File: src/rtl/reg_bank_8x32_pkg.sv
// Shared sizing constants for the 8x32 register bank, its read mux and decoders.
package reg_bank_8x32_pkg;

  localparam int          NUM_REGS      = 8;
  localparam int          ADDR_W        = 3;
  localparam int          WIDTH_DEF     = 32;
  localparam logic [31:0] RESET_VAL_DEF = 32'h0000_0000;

  // Registers that can be written or marked busy; r0 drops out when hardwired to zero.
  function automatic logic [NUM_REGS-1:0] live_mask(input bit zero_r0);
    live_mask = {NUM_REGS{1'b1}};
    if (zero_r0) live_mask[0] = 1'b0;
  endfunction

endpackage

File: src/rtl/reg_bank_8x32_dec_3to8.sv
// 3-to-8 one-hot decoder gated by an enable; used for the write and issue ports.
module dec_3to8
  import reg_bank_8x32_pkg::*;
(
  input  logic              en,
  input  logic [ADDR_W-1:0] a,
  output logic [NUM_REGS-1:0] oh
);

  always_comb begin
    oh = '0;
    if (en) oh[a] = 1'b1;
  end

endmodule

File: src/rtl/reg_bank_8x32.sv
// Eight-entry register bank with one write port, a busy scoreboard and a sticky WAW flag.
module reg_bank_8x32
  import reg_bank_8x32_pkg::*;
#(
  parameter int               WIDTH     = WIDTH_DEF,
  parameter bit               ZERO_R0   = 1'b0,
  parameter logic [WIDTH-1:0] RESET_VAL = WIDTH'(RESET_VAL_DEF)
) (
  input  logic              clk,
  input  logic              rst,
  input  logic              we,
  input  logic [ADDR_W-1:0] wa,
  input  logic [WIDTH-1:0]  wd,
  input  logic              iss,
  input  logic [ADDR_W-1:0] ia,
  output logic [WIDTH-1:0]  r0,
  output logic [WIDTH-1:0]  r1,
  output logic [WIDTH-1:0]  r2,
  output logic [WIDTH-1:0]  r3,
  output logic [WIDTH-1:0]  r4,
  output logic [WIDTH-1:0]  r5,
  output logic [WIDTH-1:0]  r6,
  output logic [WIDTH-1:0]  r7,
  output logic [NUM_REGS-1:0] busy,
  output logic              err
);

  localparam logic [NUM_REGS-1:0] LIVE = live_mask(ZERO_R0);

  logic [NUM_REGS-1:0] wr_dec, is_dec;
  logic [NUM_REGS-1:0] wr_oh, is_oh;
  logic [NUM_REGS-1:0] busy_nxt;
  logic                waw;
  logic [WIDTH-1:0]    regs [NUM_REGS];

  dec_3to8 u_dec_wr (.en(we),  .a(wa), .oh(wr_dec));
  dec_3to8 u_dec_is (.en(iss), .a(ia), .oh(is_dec));

  assign wr_oh = wr_dec & LIVE;
  assign is_oh = is_dec & LIVE;

  // A same-cycle write retires the old producer first, so a fresh issue
  // to that register is not a hazard and leaves the register busy again.
  always_comb begin
    busy_nxt = (busy & ~wr_oh) | is_oh;
    waw      = |(is_oh & busy & ~wr_oh);
  end

  always_ff @(posedge clk) begin
    if (rst) begin
      busy <= '0;
      err  <= 1'b0;
    end else begin
      busy <= busy_nxt;
      err  <= err | waw;
    end
  end

  always_ff @(posedge clk) begin
    for (int k = 0; k < NUM_REGS; k++) begin
      if (rst)
        regs[k] <= (k == 0 && ZERO_R0) ? {WIDTH{1'b0}} : RESET_VAL;
      else if (wr_oh[k])
        regs[k] <= wd;
    end
  end

  assign r0 = regs[0];
  assign r1 = regs[1];
  assign r2 = regs[2];
  assign r3 = regs[3];
  assign r4 = regs[4];
  assign r5 = regs[5];
  assign r6 = regs[6];
  assign r7 = regs[7];

endmodule

File: config.mk
export PLATFORM = sky130hd
export DESIGN_NAME = reg_bank_8x32
export DESIGN_NICKNAME = d
export VERILOG_FILES = /design/src/rtl/reg_bank_8x32_pkg.sv /design/src/rtl/reg_bank_8x32_dec_3to8.sv /design/src/rtl/reg_bank_8x32.sv
export SDC_FILE = /design/constraint.sdc
export NUM_CORES = 1
export LEC_CHECK = 0
export CORE_MARGIN = 2
export CORE_UTILIZATION = 52
export CTS_BUF_LIST = sky130_fd_sc_hd__clkbuf_2 sky130_fd_sc_hd__clkbuf_4 sky130_fd_sc_hd__clkbuf_8
export DETAILED_ROUTE_END_ITERATION = 10
export PLACE_DENSITY_LB_ADDON = 0.15
export SETUP_SLACK_MARGIN = 0.2
export SLEW_MARGIN = 20
export SYNTH_ARGS = -nofsm -noshare
export SYNTH_HDL_FRONTEND = slang
export SYNTH_SLANG_ARGS = --single-unit
File: constraint.sdc
create_clock -name clk -period 8.6 [get_ports clk]
set_input_delay 1.72 -clock clk [delete_from_list [all_inputs] [get_ports clk]]
set_output_delay 1.72 -clock clk [all_outputs]
set_load 0.01 [all_outputs]
Word level (Yosys, flattened, before mapping) --
Memories as Yosys holds them, arrays and structs flattened. Cells that the tools add are included.
Storage, ports and cells: register bits after elaboration 9, bits in latches 0, bits in writable memories 256, bits in read-only memories 0, bits of input ports 42, output and inout bits 265, word-level logic and storage cells 64, memories kept 1
Cells by class: add/sub/neg operators 0, $mul 0, div/mod/pow operators 0, magnitude comparators 4, equal/unequal tests 0, shift-type cells 0, muxes and demuxes 40, bitwise logic cells 14, reduce and logical (&&, ||, !) cells 3
Memory list:
- regs | words 8, bits a word 32, read ports 8, clocked after memory_dff 0, write ports 8, line reg_bank_8x32.sv:34 | logic [WIDTH-1:0] regs [NUM_REGS];
Operators with widths (count):
- $mux 32 | 8
- $mux 1 | 28
- $and 8x8->8 | 3
- $mux 8 | 2
- $or 1x1->1 | 9
- $lt 3x4->1 const B | 2
- $not 8->8 | 1
- $or 8x8->8 | 1
- $reduce_or 8->1 | 1
- $demux 1 s3 | 2
- $ge 3x1->1 const B | 2
- $logic_and 1x1->1 | 2

Logic depth before layout (Yosys ltp) --
Gate-level depths: netlist (run 1).
depth in word-level cells 9, depth in mapped cells 5, gate-level depth less buffers 4

Hierarchy --
A second synthesis (run 1) with hierarchy kept.
Unflattened totals: cells, all modules 611, area, all modules 10054.6 um^2
Modules (own cells, without submodules):
- reg_bank_8x32 | times used 1, cells an instance 595, area each 9864.5 um^2, seq. area each 7867.5 um^2
- dec_3to8 | times used 2, cells an instance 8, area each 95.1 um^2, seq. area each 0.0 um^2

Least setup slack after synthesis (run 1) --
OpenSTA, ideal clock, no wires.
kind input port to flip-flop, start input port we, end memory regs[1][0] (netlist bit) (enable), setup time 0.470 ns, arrival time 4.429 ns, required time 8.130 ns, slack 3.701 ns, cell stages on the path 3, buffers on the path 1, path through nand2_2 > buf_4 > o31ai_1
RTL lines:
- start, declared | line reg_bank_8x32.sv:11 | input logic we,
- end, declared | line reg_bank_8x32.sv:34

==> flow_summary_export.csv, run 1 <==
group,metric,value,unit
outcome,status,"complete, no violations",
detailed_routing,detail_route.vias_per_cell,5.08,
cts,clk_latency,0.53,ns
layout,seqCellArea,7870,um2
yosys,synth_common_cells,"and2_1, edfxtp_1, o21ai_0",
sta,hold_violations,0,
power_and_ir_drop,netSwitchingPower,659,uW
cts,post_cts_buffers,0,
cts,root_buffer,"clkbuf_8",
power_and_ir_drop,ir_drop,0.136,mV
cts,cts.sinks,265,
layout,stdcell_area,14300,um2
detailed_routing,drc,0,
power_and_ir_drop,leakagePower,5.14,nW
layout,n_antenna_cell,0,
yosys,netlist_top_cells_area,"edfxtp_1, and2_1, dfxtp_1",
power_and_ir_drop,p_per_area,201,nW/um2
die,die_area,20500,um2
layout,multi_input_area,2150,um2
placement,dpl.hpwl,17.6,mm
cts,cts_tree,"built",
worst_setup_path,cpLargestDelayFamily,"simple AND/OR/NAND/NOR gates",
worst_setup_path,critPathLaunchType,"input port",
sta,max_freq,261,MHz
global_routing,grt_first_pass_wirelength,37.7,mm
global_routing,grt_max_degree,33,
worst_setup_path,crit_arrival,4.22,ns
sta,min_period,3.83,ns
die,die_h,143,um
worst_setup_path,cp_num_buf_inv,1,
layout,drive_above_1_share,9.35,%
worst_setup_path,rr_worst_depth,3,
yosys,yosys_warnings,0,
worst_setup_path,crit_chain,"clkdlybuf4s50_1, nand2_1, nor3_4, and2_1",
yosys,synth_flop_cell,"edfxtp_1",
global_routing,grt.overflow.total,0,
sta,clock_skew,0.00157,ns
cts,cts-resized-gates,0,
cts,cts_hold_buffers,0,
worst_setup_path,end_kind,"flop",
layout,nets,986,
hold_path,holdPathStages,2,
worst_setup_path,worstPathRequired,8.98,ns
layout,n_fill_cell,1128,
global_routing,grtUsageTotal,25.6,%
power_and_ir_drop,pwr-share-clk,35.6,%
placement,routabilityCongestion,0.866,
yosys,synth-edff-count,256,
sta,relSlewSlack,26.4,%
cts,numCtsBuffers,43,
power_and_ir_drop,p_int,2.23,mW
yosys,synth_cells,614,
power_and_ir_drop,switching_share,22.8,%
global_routing,antenna_found_initial,0,
die,rows,50,
die,ios,307,
sta,worst_pin_slew,1.10,ns
detailed_routing,dr.first_iter.drc_count,406,
global_routing,grt_pass1_vias,6262,
worst_setup_path,critPathKind,"in -> reg",
power_and_ir_drop,p_seq_share,52.9,%
layout,area.growth.synth_to_final,42.7,%
run,max_cap_violations,0,
yosys,yosysSeqAreaShare,78.3,%
yosys,synth_area,10000,um2
cts,path_clk_slew,0.06,ns
power_and_ir_drop,p_comb_share,11.5,%
yosys,synth_nets,656,
sta,slew_violations,0,
yosys,syn_avg_cell_area,16.4,um2
yosys,synth.distinct_cells,34,
worst_setup_path,path_depth,4,
sta,setup_viol,0,
sta,tns,0,ns
cts,h-tree-depth,2,
detailed_routing,firstDrtPassIters,4,
hold_path,min-delay-path-class,"reg -> reg",
worst_setup_path,cp_max_fo,32,
die,die_w,143,um
placement,portBuffers,306,
yosys,yosys.area.top_type,"edfxtp_1",
detailed_routing,routedWlPerCell,21.3,um
worst_setup_path,cp_slowest_stage_delay,0.94,ns
yosys,synth.top_cell.area_share,76.5,%
die,start_util,53.4,%
detailed_routing,drtAntennaViolNets,0,
yosys,async_flop_share,0,%
yosys,ys_ff_latch,265,
sta,rsz0062_at_grt,"false",
detailed_routing,vias,6262,
sta,finalCritPeriodShare,44.6,%
worst_setup_path,slowest_stage,"nor3_4",
die,core_area,18800,um2
power_and_ir_drop,total_power,2.88,mW
cts,cts.path.max_buffers,3,
placement,dpl_cell_area,13400,um2
detailed_routing,postRouteWirelength,26.3,mm
[power by group through the flow]
stage / clock (mW) / combinational [mW] / sequential, mW
after detailed placement: 0 / 0.324 / 1.55
final: 1.03 / 0.331 / 1.53
after CTS: 1.04 / 0.325 / 1.53
after floorplan: 0 / 0.0432 / 1.60
after global placement: 0 / 0.318 / 1.55
after global routing: 1.09 / 0.346 / 1.53
[per-stage QoR]
step	cells	setup WS, ns	hold WS (ns)	util, %
global placement	1155	4.32	0.474	71.3
finish	1233	4.77	0.489	76.2
CTS	1229	4.73	0.492	75.5
global route	1233	4.64	0.511	76.2
floorplan	614	3.70	0.498	-
detailed placement	1155	4.17	0.477	71.3
[state kept, by name, indices dropped and copies added (netlist names)]
| signal | flops |
|---|---|
| busy | 8 |
| regs | 256 |
| err | 1 |
[layer usage]
metal / track usage, % / wire, um / vias up / part of all wire [%]
li1: - / - / 2837 / -
met1: 31.2 / 9790 / 3042 / 37
met2: 42.6 / 13200 / 331 / 50
met3: 8.89 / 2590 / 52 / 9.8
met4: 8.81 / 771 / 0 / 2.9
met5: 0 / 0 / - / 0
[kinds of logic (layout without fill, tap and decap cells)]
| group | count (synthesis) | count (layout) | share of synthesized area (%) |
|---|---|---|---|
| AOI/OAI and AO/OA | 29 | 29 | 1.86 |
| buffers and inverters | 29 | 388 | 1.43 |
| and+or+nand+nor | 291 | 291 | 18.4 |
| DFF | 265 | 265 | 78.3 |
[cell type report]
type / count / area share [%]
inverter: 1 / 0.0262
sequential: 265 / 54.9
multi-input combinational: 320 / 15.0
clock inverter: 10 / 0.288
tap: 260 / 2.27
timing repair buffer: 313 / 22.3
clock buffer: 64 / 5.27
[layout by cell type (no fill, tap or decap), types with 2 or more instances in the layout]
cell | netlist | layout
clkinv_1 | 0 | 9
clkdlybuf4s50_1 | 0 | 306
nand2_1 | 7 | 7
nand3_1 | 2 | 2
nor2b_1 | 3 | 3
o31ai_1 | 3 | 2
dfxtp_1 | 9 | 9
nor3_4 | 0 | 4
o21ai_0 | 11 | 6
nor2_4 | 0 | 3
nand2b_1 | 4 | 4
a21oi_1 | 7 | 7
and3b_1 | 2 | 2
buf_16 | 0 | 4
buf_4 | 3 | 3
nor2_1 | 4 | 2
clkbuf_4 | 0 | 20
edfxtp_1 | 256 | 256
clkbuf_8 | 0 | 44
o21ai_4 | 0 | 5
o2111a_1 | 2 | 2
and2_1 | 256 | 256
[worst paths after layout]
kind	from	to	slack, ns
worst max register to register	busy[1]	err	7.59
worst min register to register	busy[0]	busy[0]	0.49
worst min-delay path	busy[0]	busy[0]	0.49
worst max-delay path	wa[1]	regs[1][115]	4.77
[worst reg2reg max path: stages (launching register included)]
cell     delay [ns]
dfxtp_1        0.32
and3b_1        0.17
o31ai_1        0.24
a31oi_1        0.13
Power figures use the tool's default switching activity.
==> run 2, diff against run 1 <==
--- a/config.mk
+++ b/config.mk
@@ -6,7 +6,7 @@
 export NUM_CORES = 1
 export LEC_CHECK = 0
 export CORE_MARGIN = 2
-export CORE_UTILIZATION = 52
+export CORE_UTILIZATION = 44
 export CTS_BUF_LIST = sky130_fd_sc_hd__clkbuf_2 sky130_fd_sc_hd__clkbuf_4 sky130_fd_sc_hd__clkbuf_8
 export DETAILED_ROUTE_END_ITERATION = 10
 export PLACE_DENSITY_LB_ADDON = 0.15
==> constraint.sdc (replaced) <==
create_clock -name clk -period 3.2 [get_ports clk]
set_input_delay 0.64 -clock clk [delete_from_list [all_inputs] [get_ports clk]]
set_output_delay 0.64 -clock clk [all_outputs]
set_load 0.01 [all_outputs]
==> run 2 against run 1 <==
Cell count rose by 4.0%. Combinational power rose to 2.7 times the previous value. Sequential power grew to 2.7 times the previous value. Global-route usage is 3.3 points lower. Core utilization is 12 points lower. Sequential cell count is the same. First-iteration DRC count decreased by 12%. Die area grew 18%. Design area increased by 1.2%. Non-clock buffer count increased by 18. Critical endpoint is now regs[0][21]. Largest cell class unchanged. Largest power group unchanged. Highest routed layer unchanged.
==> flow_summary_export.csv, run 2 (same netlist as run 1, synthesis figures left out) <==
group,metric,value,unit
cts,root_buffer,"clkbuf_8",
die,start_util,44.7,%
placement,place_inst,1201,
sta,clock_skew,0.00279,ns
cts,cts_hold_buffers,0,
worst_setup_path,worstPathRequired,3.42,ns
outcome,status,"complete, no violations",
sta,finalCritPeriodShare,66.3,%
global_routing,use_met2,36.9,%
layout,area.growth.synth_to_final,44.5,%
global_routing,grt.overflow.total,0,
global_routing,grt_max_degree,33,
layout,final_cell_mix,"clkdlybuf4s50_1, and2_1, edfxtp_1",
cts,post_cts_buffers,0,
layout,drive_above_1_share,10.9,%
detailed_routing,drtAntennaViolNets,0,
cts,numCtsBuffers,45,
worst_setup_path,critPathKind,"in -> reg",
global_routing,grt_pass1_vias,6170,
worst_setup_path,rr_worst_depth,3,
layout,nets,1006,
layout,regMostFlops,"regs",
sta,worst_pin_slew,0.708,ns
run,max_cap_violations,0,
layout,final_cells,1282,
global_routing,gr-max-usage-layer,"met2",
global_routing,grt_first_pass_wirelength,39.0,mm
cts,path_clk_slew,0.06,ns
cts,clk_latency,0.52,ns
worst_setup_path,crit_chain,"clkdlybuf4s50_1, buf_4, nor4b_2, or2_2, buf_12",
cts,h-tree-depth,2,
layout,largest_register_ffs,256,
worst_setup_path,critPathLaunchType,"input port",
sta,max_freq,471,MHz
power_and_ir_drop,p_per_area,538,nW/um2
worst_setup_path,crit_arrival,2.34,ns
placement,portBuffers,306,
die,die_h,155,um
sta,setup_viol,0,
sta,hold_violations,0,
global_routing,met1_usage,26.6,%
detailed_routing,drc,0,
sta,relSlewSlack,52.7,%
die,die_w,155,um
worst_setup_path,end_kind,"flop",
die,rows,55,
cts,cts.sinks,265,
global_routing,antenna_found_initial,0,
hold_path,holdPathStages,2,
cts,cts.path.max_buffers,3,
sta,min_period,2.12,ns
sta,slew_violations,0,
layout,n_antenna_cell,0,
global_routing,grtUsageTotal,22.2,%
sta,tns,0,ns
hold_path,min-delay-path-class,"reg -> reg",
detailed_routing,dr.first_iter.drc_count,358,
placement,dpl.hpwl,18.1,mm
die,ios,307,
worst_setup_path,cp_slowest_stage_delay,0.57,ns
worst_setup_path,slowest_stage,"clkdlybuf4s50_1",
detailed_routing,firstDrtPassIters,5,
detailed_routing,routedWlPerCell,21.0,um
worst_setup_path,cp_max_fo,28,
cts,cts_tree,"built",
detailed_routing,detail_route.vias_per_cell,4.91,
sta,rsz0062_at_grt,"false",
detailed_routing,postRouteWirelength,26.9,mm
layout,reg_top3,"regs (256), busy (8), err (1)",
layout,final_common_cell,"clkdlybuf4s50_1",
detailed_routing,vias,6290,
cts,cts-resized-gates,0,
die,core_area,22500,um2
power_and_ir_drop,leakagePower,5.23,nW
global_routing,grt_use_met3,8.50,%
placement,routabilityCongestion,0.813,
die,die_area,24100,um2
power_and_ir_drop,ir_drop,0.322,mV
-- run 2: cell count changes in the layout (fill, tap and decap cells not counted), sizes merged --
cell      previous run  this run
buf                  7        25
clkbuf              64        63
clkinv               9        16
clkinvlp             1         0
inv                  1         2
-- run 2: power by group --
| group | internal [mW] | switching (mW) | leakage [nW] |
|---|---|---|---|
| logic | 0.462 | 0.447 | 2.25 |
| clock network | 1.53 | 1.28 | 0.441 |
| registers | 4.03 | 0.0636 | 2.55 |
| total | 6.02 | 1.79 | 5.23 |
-- run 2: worst paths after layout --
kind | startpoint | end | slack (ns)
hold reg to reg | busy[0] | busy[0] | 0.49
setup / recovery | wa[0] | regs[0][21] | 1.08
setup reg to reg | busy[1] | err | 2.24
hold / removal | busy[0] | busy[0] | 0.49
-- run 2: routing by layer --
layer | vias up | wire length (um)
met5 | - | 0
met4 | 0 | 867
met3 | 52 | 2720
met2 | 294 | 13200
met1 | 3060 | 10100
li1 | 2884 | -
-- run 2: per-stage QoR --
step                      utilization (%)  instance area, um2  hold WS (ns)  setup WS [ns]  power [mW]
after floorplan                         -               10100         0.498         -0.582        4.41
after global placement               60.7               13700         0.480          0.342        5.07
after detailed placement             60.7               13700         0.478          0.250        5.08
after CTS                            64.4               14500         0.489          0.802        7.88
after global routing                 64.5               14500         0.517          0.964        8.09
final                                64.5               14500         0.487           1.08        7.81
-- run 2: critical path, delay by kind of cell --
family        cells  cell delay (ns)
simple gates      2             0.65
buf+inv           3             1.04
-- run 2: area by class of cell --
| type | count | area (um2) |
|---|---|---|
| Clock inverter | 17 | 70.1 |
| Clock buffer | 63 | 761 |
| Multi-Input combinational cell | 320 | 2150 |
| Timing Repair Buffer | 331 | 3300 |
| Fill cell | 1681 | 7990 |
| Sequential cell | 265 | 7870 |
| Inverter | 1 | 3.75 |
| Tap cell | 285 | 357 |
